`src/rtl/uart_tx_frame_if.sv`:
```
// uart_tx_frame_if
//   Parallel-side handshake plus serial output of the UART transmit frame.
//   master : producer of bytes (drives P_DATA/Data_Valid/PAR_EN/PAR_TYP,
//            observes TX_OUT/Busy)
//   slave  : the transmitter (uart_tx_frame)
//   P_DATA     byte to transmit, sampled on accept
//   Data_Valid send request, honoured only while idle
//   PAR_EN     1 = append a parity bit
//   PAR_TYP    0 = even, 1 = odd parity
//   TX_OUT     serial line, idles high
//   Busy       high while a frame is in flight
interface uart_tx_frame_if #(
    parameter int DATA_WIDTH = 8
);
    logic [DATA_WIDTH-1:0] P_DATA;
    logic                  Data_Valid;
    logic                  PAR_EN;
    logic                  PAR_TYP;
    logic                  TX_OUT;
    logic                  Busy;

    modport master (
        output P_DATA, Data_Valid, PAR_EN, PAR_TYP,
        input  TX_OUT, Busy
    );

    modport slave (
        input  P_DATA, Data_Valid, PAR_EN, PAR_TYP,
        output TX_OUT, Busy
    );
endinterface

```
`src/rtl/uart_tx_frame.sv`:
```
// uart_tx_frame
//   Shifts one asynchronous frame out on TX_OUT, LSB first:
//   start(0), DATA_WIDTH data bits, optional parity, stop(1).
//   Each serial bit lasts PRESCALE clock cycles, timed by an internal counter.
//   Ports:
//     CLK  system clock, rising edge
//     RST  synchronous active-high reset (aborts a frame in flight)
//     bus  uart_tx_frame_if slave modport (P_DATA, Data_Valid, PAR_EN,
//          PAR_TYP in; TX_OUT, Busy out, both registered)
module uart_tx_frame #(
    parameter int DATA_WIDTH = 8,
    parameter int PRESCALE   = 8
) (
    input  logic              CLK,
    input  logic              RST,
    uart_tx_frame_if.slave    bus
);
    localparam int CNT_W = $clog2(PRESCALE);
    localparam int BIT_W = (DATA_WIDTH > 1) ? $clog2(DATA_WIDTH) : 1;
    localparam logic [CNT_W-1:0] CNT_LAST = CNT_W'(PRESCALE - 1);
    localparam logic [BIT_W-1:0] BIT_LAST = BIT_W'(DATA_WIDTH - 1);

    typedef enum logic [2:0] {IDLE, START, DATA, PARITY, STOP} state_e;

    state_e                state_q, state_d;
    logic [CNT_W-1:0]      cnt_q, cnt_d;
    logic [BIT_W-1:0]      bit_cnt_q, bit_cnt_d;
    logic [DATA_WIDTH-1:0] shift_q, shift_d;
    logic                  par_en_q, par_en_d;
    logic                  par_bit_q, par_bit_d;
    logic                  tx_out_q, tx_out_d;
    logic                  busy_q, busy_d;
    logic                  bit_end;

    // Even parity is the XOR of the data bits; odd parity is its inverse.
    function automatic logic calc_parity(input logic [DATA_WIDTH-1:0] data,
                                         input logic odd);
        return (^data) ^ odd;
    endfunction

    assign bit_end = (cnt_q == CNT_LAST);

    // Outputs are computed for the state being entered, so TX_OUT and Busy
    // change on the same edge as the state register.
    always_comb begin
        state_d   = state_q;
        cnt_d     = bit_end ? '0 : cnt_q + 1'b1;
        bit_cnt_d = bit_cnt_q;
        shift_d   = shift_q;
        par_en_d  = par_en_q;
        par_bit_d = par_bit_q;
        tx_out_d  = tx_out_q;
        busy_d    = busy_q;

        case (state_q)
            IDLE: begin
                cnt_d    = '0;
                tx_out_d = 1'b1;
                busy_d   = 1'b0;
                if (bus.Data_Valid) begin
                    shift_d   = bus.P_DATA;
                    par_en_d  = bus.PAR_EN;
                    par_bit_d = calc_parity(bus.P_DATA, bus.PAR_TYP);
                    bit_cnt_d = '0;
                    state_d   = START;
                    tx_out_d  = 1'b0;
                    busy_d    = 1'b1;
                end
            end
            START: begin
                if (bit_end) begin
                    state_d   = DATA;
                    bit_cnt_d = '0;
                    tx_out_d  = shift_q[0];
                end
            end
            DATA: begin
                if (bit_end) begin
                    if (bit_cnt_q == BIT_LAST) begin
                        if (par_en_q) begin
                            state_d  = PARITY;
                            tx_out_d = par_bit_q;
                        end else begin
                            state_d  = STOP;
                            tx_out_d = 1'b1;
                        end
                    end else begin
                        shift_d   = shift_q >> 1;
                        tx_out_d  = shift_d[0];
                        bit_cnt_d = bit_cnt_q + 1'b1;
                    end
                end
            end
            PARITY: begin
                if (bit_end) begin
                    state_d  = STOP;
                    tx_out_d = 1'b1;
                end
            end
            STOP: begin
                if (bit_end) begin
                    state_d  = IDLE;
                    tx_out_d = 1'b1;
                    busy_d   = 1'b0;
                end
            end
            default: begin
                state_d  = IDLE;
                cnt_d    = '0;
                tx_out_d = 1'b1;
                busy_d   = 1'b0;
            end
        endcase
    end

    always_ff @(posedge CLK) begin
        if (RST) begin
            state_q   <= IDLE;
            cnt_q     <= '0;
            bit_cnt_q <= '0;
            shift_q   <= '0;
            par_en_q  <= 1'b0;
            par_bit_q <= 1'b0;
            tx_out_q  <= 1'b1;
            busy_q    <= 1'b0;
        end else begin
            state_q   <= state_d;
            cnt_q     <= cnt_d;
            bit_cnt_q <= bit_cnt_d;
            shift_q   <= shift_d;
            par_en_q  <= par_en_d;
            par_bit_q <= par_bit_d;
            tx_out_q  <= tx_out_d;
            busy_q    <= busy_d;
        end
    end

    assign bus.TX_OUT = tx_out_q;
    assign bus.Busy   = busy_q;
endmodule

```
`src/flat_wrapper.sv`:
```
// flat-port wrapper written by rule: the top's interface ports become plain ports
module uart_tx_frame_flat 
#(
    parameter int DATA_WIDTH = 8,
    parameter int PRESCALE   = 8
)
  (CLK, RST, bus_P_DATA, bus_Data_Valid, bus_PAR_EN, bus_PAR_TYP, bus_TX_OUT, bus_Busy);
  uart_tx_frame_if #(.DATA_WIDTH(DATA_WIDTH)) bus_i ();
  input  logic CLK;
  input  logic RST;
  input wire logic [$bits(bus_i.P_DATA)-1:0] bus_P_DATA;
  input wire logic [$bits(bus_i.Data_Valid)-1:0] bus_Data_Valid;
  input wire logic [$bits(bus_i.PAR_EN)-1:0] bus_PAR_EN;
  input wire logic [$bits(bus_i.PAR_TYP)-1:0] bus_PAR_TYP;
  output wire logic [$bits(bus_i.TX_OUT)-1:0] bus_TX_OUT;
  output wire logic [$bits(bus_i.Busy)-1:0] bus_Busy;
  assign bus_i.P_DATA = bus_P_DATA;
  assign bus_i.Data_Valid = bus_Data_Valid;
  assign bus_i.PAR_EN = bus_PAR_EN;
  assign bus_i.PAR_TYP = bus_PAR_TYP;
  assign bus_TX_OUT = bus_i.TX_OUT;
  assign bus_Busy = bus_i.Busy;
  uart_tx_frame #(.DATA_WIDTH(DATA_WIDTH), .PRESCALE(PRESCALE)) u_core (.CLK(CLK), .RST(RST), .bus(bus_i));
endmodule
```
`config.mk`:
```
export PLATFORM = sky130hd
export DESIGN_NAME = uart_tx_frame_flat
export DESIGN_NICKNAME = d
export VERILOG_FILES = /design/src/rtl/uart_tx_frame_if.sv /design/src/rtl/uart_tx_frame.sv /design/src/flat_wrapper.sv
export SDC_FILE = /design/constraint.sdc
export NUM_CORES = 1
export LEC_CHECK = 0
export ABC_CLOCK_PERIOD_IN_PS = 1600
export CAP_MARGIN = 40
export CORE_ASPECT_RATIO = 1.1
export CORE_UTILIZATION = 46
export DETAILED_ROUTE_END_ITERATION = 7
export PLACE_DENSITY = 0.71
export SLEW_MARGIN = 20
export SYNTH_ARGS = -nofsm -noshare
export SYNTH_HDL_FRONTEND = slang
export SYNTH_SLANG_ARGS = --single-unit
```
`constraint.sdc`:
```
create_clock -name CLK -period 1.6 [get_ports CLK]
set_input_delay 0.16 -clock CLK [delete_from_list [all_inputs] [get_ports CLK]]
set_output_delay 0.16 -clock CLK [all_outputs]
set_load 0.05 [all_outputs]
```
Yosys cells after proc, flatten, opt, wreduce, memory -nomap -nowiden:

Index checks and enable logic that the tools add are counted.

* logic and storage cells: 67
* output and inout bits: 2
* input bits: 13
* flip-flop bits (word level): 21

* eq/ne operators: 14
* reduce and logical (&&, ||, !) cells: 14
* bitwise gates (word level): 3
* mux-type cells: 26
* add/subtract/negate cells: 2

Operators with widths (number)
* $mux W3: 10
* $mux W8: 3
* $pmux W8 S2: 1
* $pmux W3 S5: 1
* $ne A2 B1 Y1 const B: 6
* $eq A3 B3 Y1 const B: 3
* $pmux W3 S3: 1
* $mux W1: 8
* $reduce_xor A8 Y1: 1
* $add A3 B1 Y3 const B: 2
* $eq A3 B2 Y1 const B: 2
* $reduce_and A6 Y1: 1
* $reduce_or A3 Y1: 2
* $reduce_and A5 Y1: 1
* $ne A2 B2 Y1 const B: 2
* $pmux W1 S4: 1
* $reduce_and A2 Y1: 2
* $reduce_and A4 Y1: 1
* $reduce_or A4 Y1: 1
* $eq A3 B1 Y1 const B: 1
* $logic_not A3 Y1: 1
* $pmux W1 S3: 1
* $reduce_and A3 Y1: 1
* $reduce_bool A3 Y1: 1
* other kinds (4): 5

Depth between registers and ports, before layout:

Gate-level depths: netlist (run 1).

* depth after elaboration: 4
* mapped depth: 8
* gate-level depth less buffers: 6

Worst setup path after synthesis (run 1):

No wires, ideal clock.

* kind: register to register
* start point: reg u_core.bit_cnt_q[0]
* end point: reg u_core.shift_q[5]
* setup slack: -111 ps
* cell stages (with the launch flop): 8
* required time: 1521 ps
* library setup time: 79 ps
* clock period less this slack: 1711 ps
* path buffers: 1
* arrival: 1632 ps
* cell sequence: dfxtp_1 > ha_1 > ha_1 > nand3b_1 > a211oi_4 > buf_6 > nor2_1 > a211oi_2

* longest elaborated chain between the ends: 3

RTL lines
* start: declaration: RTL line uart_tx_frame.sv:27 `logic [BIT_W-1:0] bit_cnt_q, bit_cnt_d;`
* start signal: assignment: RTL line uart_tx_frame.sv:129 `bit_cnt_q <= bit_cnt_d;`
* $eq A3 B3 Y1: RTL line uart_tx_frame.sv:79 `if (bit_cnt_q == BIT_LAST) begin`
* $ne A2 B2 Y1 (no line)
* $reduce_and A4 Y1 (no line)
* end signal: assignment: RTL line uart_tx_frame.sv:130 `shift_q <= shift_d;`
* end: declaration: RTL line uart_tx_frame.sv:28 `logic [DATA_WIDTH-1:0] shift_q, shift_d;`

No other way between the ends.
A chain may end at the register's enable or synchronous reset.

Worst setup path in the final report (run 1):

* start point: reg u_core.bit_cnt_q[0]
* end point: reg u_core.shift_q[2]

Same word-level chain as after synthesis.

==> results of run 1 <==
flip-flops by register name, indices dropped and copies added (netlist names):
| register | cells |
|---|---|
| u_core.bit_cnt_q | 3 |
| u_core.shift_q | 8 |
| u_core.state_q | 3 |
| u_core.cnt_q | 3 |
| u_core.bus.TX_OUT | 1 |
| u_core.par_en_q | 1 |
| u_core.bus.Busy | 1 |
| u_core.par_bit_q | 1 |
cell type report:
type                            instances  area share
Tap cell                               31      0.0251
Clock buffer                            3      0.0146
Sequential cell                        21       0.275
Clock inverter                          1     0.00324
Timing Repair Buffer                   30       0.176
Inverter                                3     0.00728
Multi-Input combinational cell         86       0.499
worst reg2reg max path, cell delays in order (launching register included):
cell and delay (ps):
dfxtp_2 360, ha_4 160, ha_4 150, nand3b_1 190
a211oi_4 290, buf_12 170, nor2_1 50, a211oi_1 190
worst paths after layout:
check	startpoint	endpoint	slack, ps	cells after the start
worst max-delay path	u_core.bit_cnt_q[0]	u_core.shift_q[2]	-20	7
worst min-delay path	u_core.cnt_q[0]	u_core.cnt_q[0]	420	1
worst max register to register	u_core.bit_cnt_q[0]	u_core.shift_q[2]	-20	7
worst min register to register	u_core.cnt_q[0]	u_core.cnt_q[0]	420	1
cell families (layout without fill, tap and decap cells):
| group | count (synthesis) | count (layout) |
|---|---|---|
| AO/OA/AOI/OAI | 27 | 27 |
| XOR/XNOR | 7 | 7 |
| adder cells (fa/ha/maj) | 4 | 4 |
| buffers and inverters | 11 | 37 |
| flip-flops | 21 | 21 |
| multiplexers | 9 | 9 |
| AND/OR/NAND/NOR | 39 | 39 |
routing by layer:
layer | track usage | up-vias
li1 | - | 479
met1 | 0.240 | 474
met2 | 0.316 | 11
met3 | 0.0248 | 2
met4 | 0.0635 | 0
met5 | 0 | -
metrics by stage:
stage                      util  hold WS, ps
after floorplan               -          304
after global placement    0.569          422
after detailed placement  0.569          425
after CTS                 0.593          444
after global routing      0.626          433
final                     0.626          422
report_power, final:
part           internal [mW]  total, mW  switching, mW
Sequential             0.552      0.573         0.0211
Combinational          0.123      0.222         0.0996
Clock                 0.0931      0.262          0.169
Total                  0.768       1.06          0.289
timing repair:
item                       CTS  global route
pin swaps                    1             3
gates resized for setup      4             9
buffers inserted             2             4
setup endpoints to repair   12            12
synth_stat cells, types with 3 or more instances:
cell	instances
nand2b_1	5
inv_1	3
a211oi_1	3
a21oi_1	5
o21ai_0	4
dfxtp_1	21
xnor2_1	4
buf_6	4
mux2i_1	9
a211oi_2	4
ha_1	4
nor2_1	10
nand3b_1	6
==> metrics.md, run 1 <==
| Metric | Value |
|---|---|
| Status | `finished with violations` |
| Failing checks | `setup timing` |
| Reg clk slew, reported paths | `130 ps` |
| First-pass GRT wire length | `4.10 mm` |
| Xor/xnor share of the synthesized area | `0.0628` |
| WP data arrival | `1850 ps` |
| GRT Util Overall | `0.187` |
| CP max FO | `14` |
| Yosys reg bits | `21` |
| Post-synthesis compound-gate area fraction | `0.197` |
| Post-route setup slack | `-20.2 ps` |
| WL/cell | `13.9 µm` |
| Setup TNS | `-42.1 ps` |
| Fraction of layout cells with a size suffix above 1 | `0.319` |
| Slowest stage delay, CP | `360 ps` |
| Vias/cell | `5.52` |
| Kind of critical path | `reg2reg` |
| Post-synthesis mux area share | `0.0753` |
| Top cells by area, synth | `dfxtp_1 (35%), mux2i_1 (7.5%), a211oi_2 (4.2%)` |
| Clock Tree Buf Depth | `2` |
| Leakage Power | `0.554 nW` |
| Post-synth top flop | `dfxtp_1` |
| Mapped Area | `1200 µm²` |
| RSZ-0062 raised after global routing | `true` |
| Routed vias | `966` |
| Storage cell area | `425 µm²` |
| ANT nets after route | `0` |
| Cell variety after synth | `44` |
| Max-slew violations | `0` |
| CTS tree | `yes` |
| Clk sink count | `21` |
| Synth Area in Simple Gates | `0.208` |
| Post-synthesis area per instance | `10.1 µm²` |
| # rows | `19` |
| Max-cap violations | `0` |
| Number of flops mapped to enable cells by yosys | `0` |
| Buf/Inv on CP | `1` |
| Worst-skew pair later-pin latency | `300 ps` |
| GPL Wtd Cong | `0.879` |
| Commonest non-fill, non-tap cells in the layout | `dfxtp_1 (17), buf_4 (16), clkdlybuf4s50_1 (12)` |
| Number of global-route vias before repair | `963` |
| Yosys warnings | `0` |
| Hold Path Class | `reg2reg` |
| Crit-path cells | `ha_4 -> ha_4 -> nand3b_1 -> a211oi_4 -> buf_12 -> nor2_1 -> a211oi_1` |
| Buffers on Ports | `14` |
| Clock Root Buffer | `clkbuf_4` |
| Clk_skew | `8.06 ps` |
| N_diodes | `0` |
| Pin count of the biggest net entering global routing | `15` |
| WL met2 | `1.21 mm` |
| Peak VDD IR | `0.571 mV` |
| Asr flop ratio synth | `0` |
| Hold Buf Count CTS | `0` |
| Slowest CP cell | `dfxtp_2` |
| Chip Width | `50.6 µm` |
| Filler Cell Count | `221` |
| Placed Instance Area | `1410 µm²` |
| Register area share after synthesis | `0.351` |
| Main combinational cell family by area after synthesis | `simple AND/OR/NAND/NOR gates` |
| Worst EP required | `1830 ps` |
| Min cycle time layout | `1620 ps` |
| Worst slew pin tran | `459 ps` |
| Die Span Y | `55.5 µm` |
| H-tree level count | `1` |
| Yosys top cell by area | `dfxtp_1` |
| Placement Setup Slack | `-46.0 ps` |
| Num ports | `15` |
| Area of the core | `2470 µm²` |
| Residual DRC | `0` |
| CTS Buf Count | `3` |
| Max Freq | `0.617 GHz` |
| Tcrit/Tclk final | `1.01` |
| Layout area overhead | `29.3%` |
| Drt pass-1 iters | `2` |
| Post-Route WL | `2.44 mm` |
| Slew Limit Headroom | `0.693` |
| DP HPWL | `1.76 mm` |
| Initial DRC Count | `8` |
| Finished Cell Area | `1550 µm²` |
| Post-Synthesis Cells | `118` |
| Area of the multi-input gates | `772 µm²` |
| Cell Pwr Density | `683 nW/µm²` |
| M1 WL | `1.17 mm` |
| Final count of negative-setup-slack endpoints | `3` |
| Overall power | `1.06 mW` |
| Initial antenna violation count | `0` |
| Starting Density | `0.484` |
| Total gr overflow | `0` |
| Full die area | `2810 µm²` |
| Adder-Cell Fraction of Synth Area | `0.0418` |
| NumNets Final | `162` |
| Startpoint Class | `flop` |
| Crit end category | `flop` |
| WL met3 | `43 µm` |
| Post-Layout Cell Count | `175` |
| Syn Nets | `135` |
| Delay-heaviest family, CP | `compound AO/OA/AOI/OAI gates` |
| Yosys top cell area share | `0.351` |
| Final hold vios | `0` |
| Commonest non-fill, non-tap cell in the layout | `dfxtp_1` |
| Top layer reached by signal wires | `met4` |
| Placed insts | `165` |
| Cell mode on critical path | `ha_4` |
Note: power is estimated with default switching activity, not from simulation.
==> run 2, diff against run 1 <==
--- a/config.mk
+++ b/config.mk
@@ -9,6 +9,7 @@
 export CAP_MARGIN = 40
 export CORE_ASPECT_RATIO = 1.1
 export CORE_UTILIZATION = 46
+export CTS_CLUSTER_DIAMETER = 30
 export DETAILED_ROUTE_END_ITERATION = 7
 export PLACE_DENSITY = 0.71
 export SLEW_MARGIN = 20
==> results of run 2 <==
Final layout, timing and power as in run 1 (identical DEF).
==> run 3, diff against run 2 <==
--- a/config.mk
+++ b/config.mk
@@ -11,7 +11,7 @@
 export CORE_UTILIZATION = 46
 export CTS_CLUSTER_DIAMETER = 30
 export DETAILED_ROUTE_END_ITERATION = 7
-export PLACE_DENSITY = 0.71
+export DONT_BUFFER_PORTS = 1
 export SLEW_MARGIN = 20
 export SYNTH_ARGS = -nofsm -noshare
 export SYNTH_HDL_FRONTEND = slang
==> run 3 against run 2 <==
  * The flow finishes with violations (hold timing, setup timing)
  * Clock-buffer cell count is 1 higher
  * Wire length is 7.5% lower
  * Non-clock buffer count is 15 lower
  * Sequential share of layout area is 2.8 points higher
  * Die area stayed put
  * Register-to-register slack worse by 20 ps
  * Total power is 3.2% lower
  * Sequential power hardly changed
  * Combinational power is 14% lower
  * Final cell count is 8.6% lower
  * Critical endpoint is now u_core.shift_q[1]
==> metrics.md, run 3 (synthesis results as in run 1) <==
| Metric | Value |
|---|---|
| Initial antenna violation count | `0` |
| Num ports | `15` |
| Leakage Power | `0.505 nW` |
| Slowest CP cell | `dfxtp_2` |
| Reg-to-reg critical path startpoint | `u_core.bit_cnt_q[1]` |
| Flop2flop setup slack | `-40 ps` |
| Peak VDD IR | `0.430 mV` |
| Routed vias | `885` |
| Buffers on Ports | `0` |
| Total gr overflow | `0` |
| CTS Buf Count | `3` |
| Crit-path cells | `ha_4 -> ha_4 -> nand3b_1 -> a211oi_4 -> buf_6 -> buf_12 -> nor2_1 -> a211oi_2` |
| N_diodes | `0` |
| Drt pass-1 iters | `3` |
| Number of global-route vias before repair | `890` |
| GRT Util Overall | `0.188` |
| Chip Width | `50.6 µm` |
| GPL Wtd Cong | `0.820` |
| NumNets Final | `147` |
| Final hold vios | `15` |
| R2R Path End | `u_core.shift_q[1]` |
| Max reg flops | `8` |
| Initial DRC Count | `12` |
| Max Freq | `0.608 GHz` |
| First-pass GRT wire length | `4.07 mm` |
| Reg2reg path depth | `8` |
| Clock Tree Buf Depth | `2` |
| Cell mode on critical path | `ha_4` |
| Commonest non-fill, non-tap cells in the layout | `dfxtp_1 (17), nor2_1 (10), buf_4 (10)` |
| Status | `finished with violations` |
| Startpoint Class | `flop` |
| Kind of critical path | `reg2reg` |
| Worst Hold Slack | `-94.8 ps` |
| Worst hold stages | `1` |
| Tcrit/Tclk final | `1.03` |
| Full die area | `2810 µm²` |
| H-tree level count | `1` |
| Most flops, register | `u_core.shift_q` |
| RSZ-0062 raised after global routing | `true` |
| CP Launch Point | `u_core.bit_cnt_q[1]` |
| Layout area overhead | `17.5%` |
| Post-route setup slack | `-44.6 ps` |
| CP max FO | `7` |
| Critical Path Sink | `u_core.shift_q[1]` |
| Overall power | `1.02 mW` |
| Clk_skew | `1.40 ps` |
| DP HPWL | `1.59 mm` |
| Starting Density | `0.484` |
| Slew Limit Headroom | `0.685` |
| Area of the core | `2470 µm²` |
| Max-cap violations | `0` |
| Crit end category | `flop` |
| Cell Pwr Density | `728 nW/µm²` |
| Final count of negative-setup-slack endpoints | `8` |
| Residual DRC | `0` |
| Hold Path Class | `in2reg` |
| WL/cell | `14.1 µm` |
| Slowest stage delay, CP | `360 ps` |
| CTS tree | `yes` |
| Post-Route WL | `2.26 mm` |
| Clock Root Buffer | `clkbuf_4` |
| ANT nets after route | `0` |
| Worst slew pin tran | `471 ps` |
| # rows | `19` |
| Failing checks | `hold timing, setup timing` |
| Min cycle time layout | `1640 ps` |
| Pin count of the biggest net entering global routing | `21` |
| Fraction of layout cells with a size suffix above 1 | `0.302` |
| Filler Cell Count | `223` |
| Commonest non-fill, non-tap cell in the layout | `dfxtp_1` |
| Max-slew violations | `0` |
| Vias/cell | `5.53` |
| Worst-skew pair later-pin latency | `300 ps` |
| Clk sink count | `21` |
| Reg clk slew, reported paths | `120 ps` |
| WP data arrival | `1880 ps` |
| Worst EP required | `1830 ps` |
| Die Span Y | `55.5 µm` |
-- run 3: changes by cell type in the layout (fill, tap and decap cells not counted) --
cell	before	now
ha_4	3	2
buf_16	0	1
clkdlybuf4s50_1	12	0
nand3_2	1	0
buf_12	1	2
nand3_1	1	2
clkbuf_1	0	1
buf_6	1	2
nand4bb_4	1	0
buf_4	16	10
nand4bb_1	0	1
clkinv_2	1	0
ha_1	0	1
-- run 3: metal layers --
| layer | routed length [µm] | global-route usage | up-vias |
|---|---|---|---|
| met2 | 1110 | 0.309 | 8 |
| li1 | - | - | 453 |
| met1 | 1080 | 0.245 | 422 |
| met3 | 53 | 0.0275 | 2 |
| met4 | 14 | 0.0714 | 0 |
| met5 | 0 | 0 | - |
-- run 3: critical path: cells and delay by family, from the launching register on --
kind,cells,cell delay [ps]
adder cells (fa/ha/maj),2,310
AND/OR/NAND/NOR,2,230
buffers and inverters,2,270
flip-flops,1,360
AO/OA/AOI/OAI,2,400
-- run 3: final cells by class --
cell class | instances | area (µm²) | share of cell area
multi-input cells | 86 | 738 | 0.525
flip-flops and latches | 21 | 425 | 0.303
repair buffers | 15 | 165 | 0.118
well taps | 31 | 38.8 | 0.0276
clock buffers | 4 | 26.3 | 0.0187
inverters | 3 | 11.3 | 0.00801
-- run 3: repair_timing --
action	CTS	global route
setup buffers	6	0
pin swaps	4	1
endpoints found under the setup margin	10	11
gates resized for setup	10	1
endpoints found under the hold margin	15	15
gates cloned	1	0
-- run 3: where the power goes --
group	total, mW	switching [mW]	internal [mW]
registers	0.574	0.0225	0.552
clock network	0.258	0.161	0.0971
logic	0.190	0.0832	0.107
-- run 3: worst min-delay path by stage --
| stage | from | end |
|---|---|---|
| global route | RST | u_core.shift_q[1] |
| detailed placement | RST | u_core.shift_q[1] |
| CTS | RST | u_core.bit_cnt_q[1] |
| floorplan | bus_PAR_EN | u_core.par_en_q |
| finish | RST | u_core.shift_q[1] |
| global placement | RST | u_core.shift_q[1] |
-- run 3: metrics by stage --
stage	instances	instance area, µm²	utilization	setup slack [ps]	TNS, ps
after detailed placement	149	1270	0.514	-35.8	-137
after global placement	149	1270	0.514	-4.93	-5.32
final	160	1410	0.568	-44.6	-156
after floorplan	118	1210	-	2.36	0
after global routing	160	1410	0.568	-109	-954
after CTS	160	1400	0.568	-44.6	-152
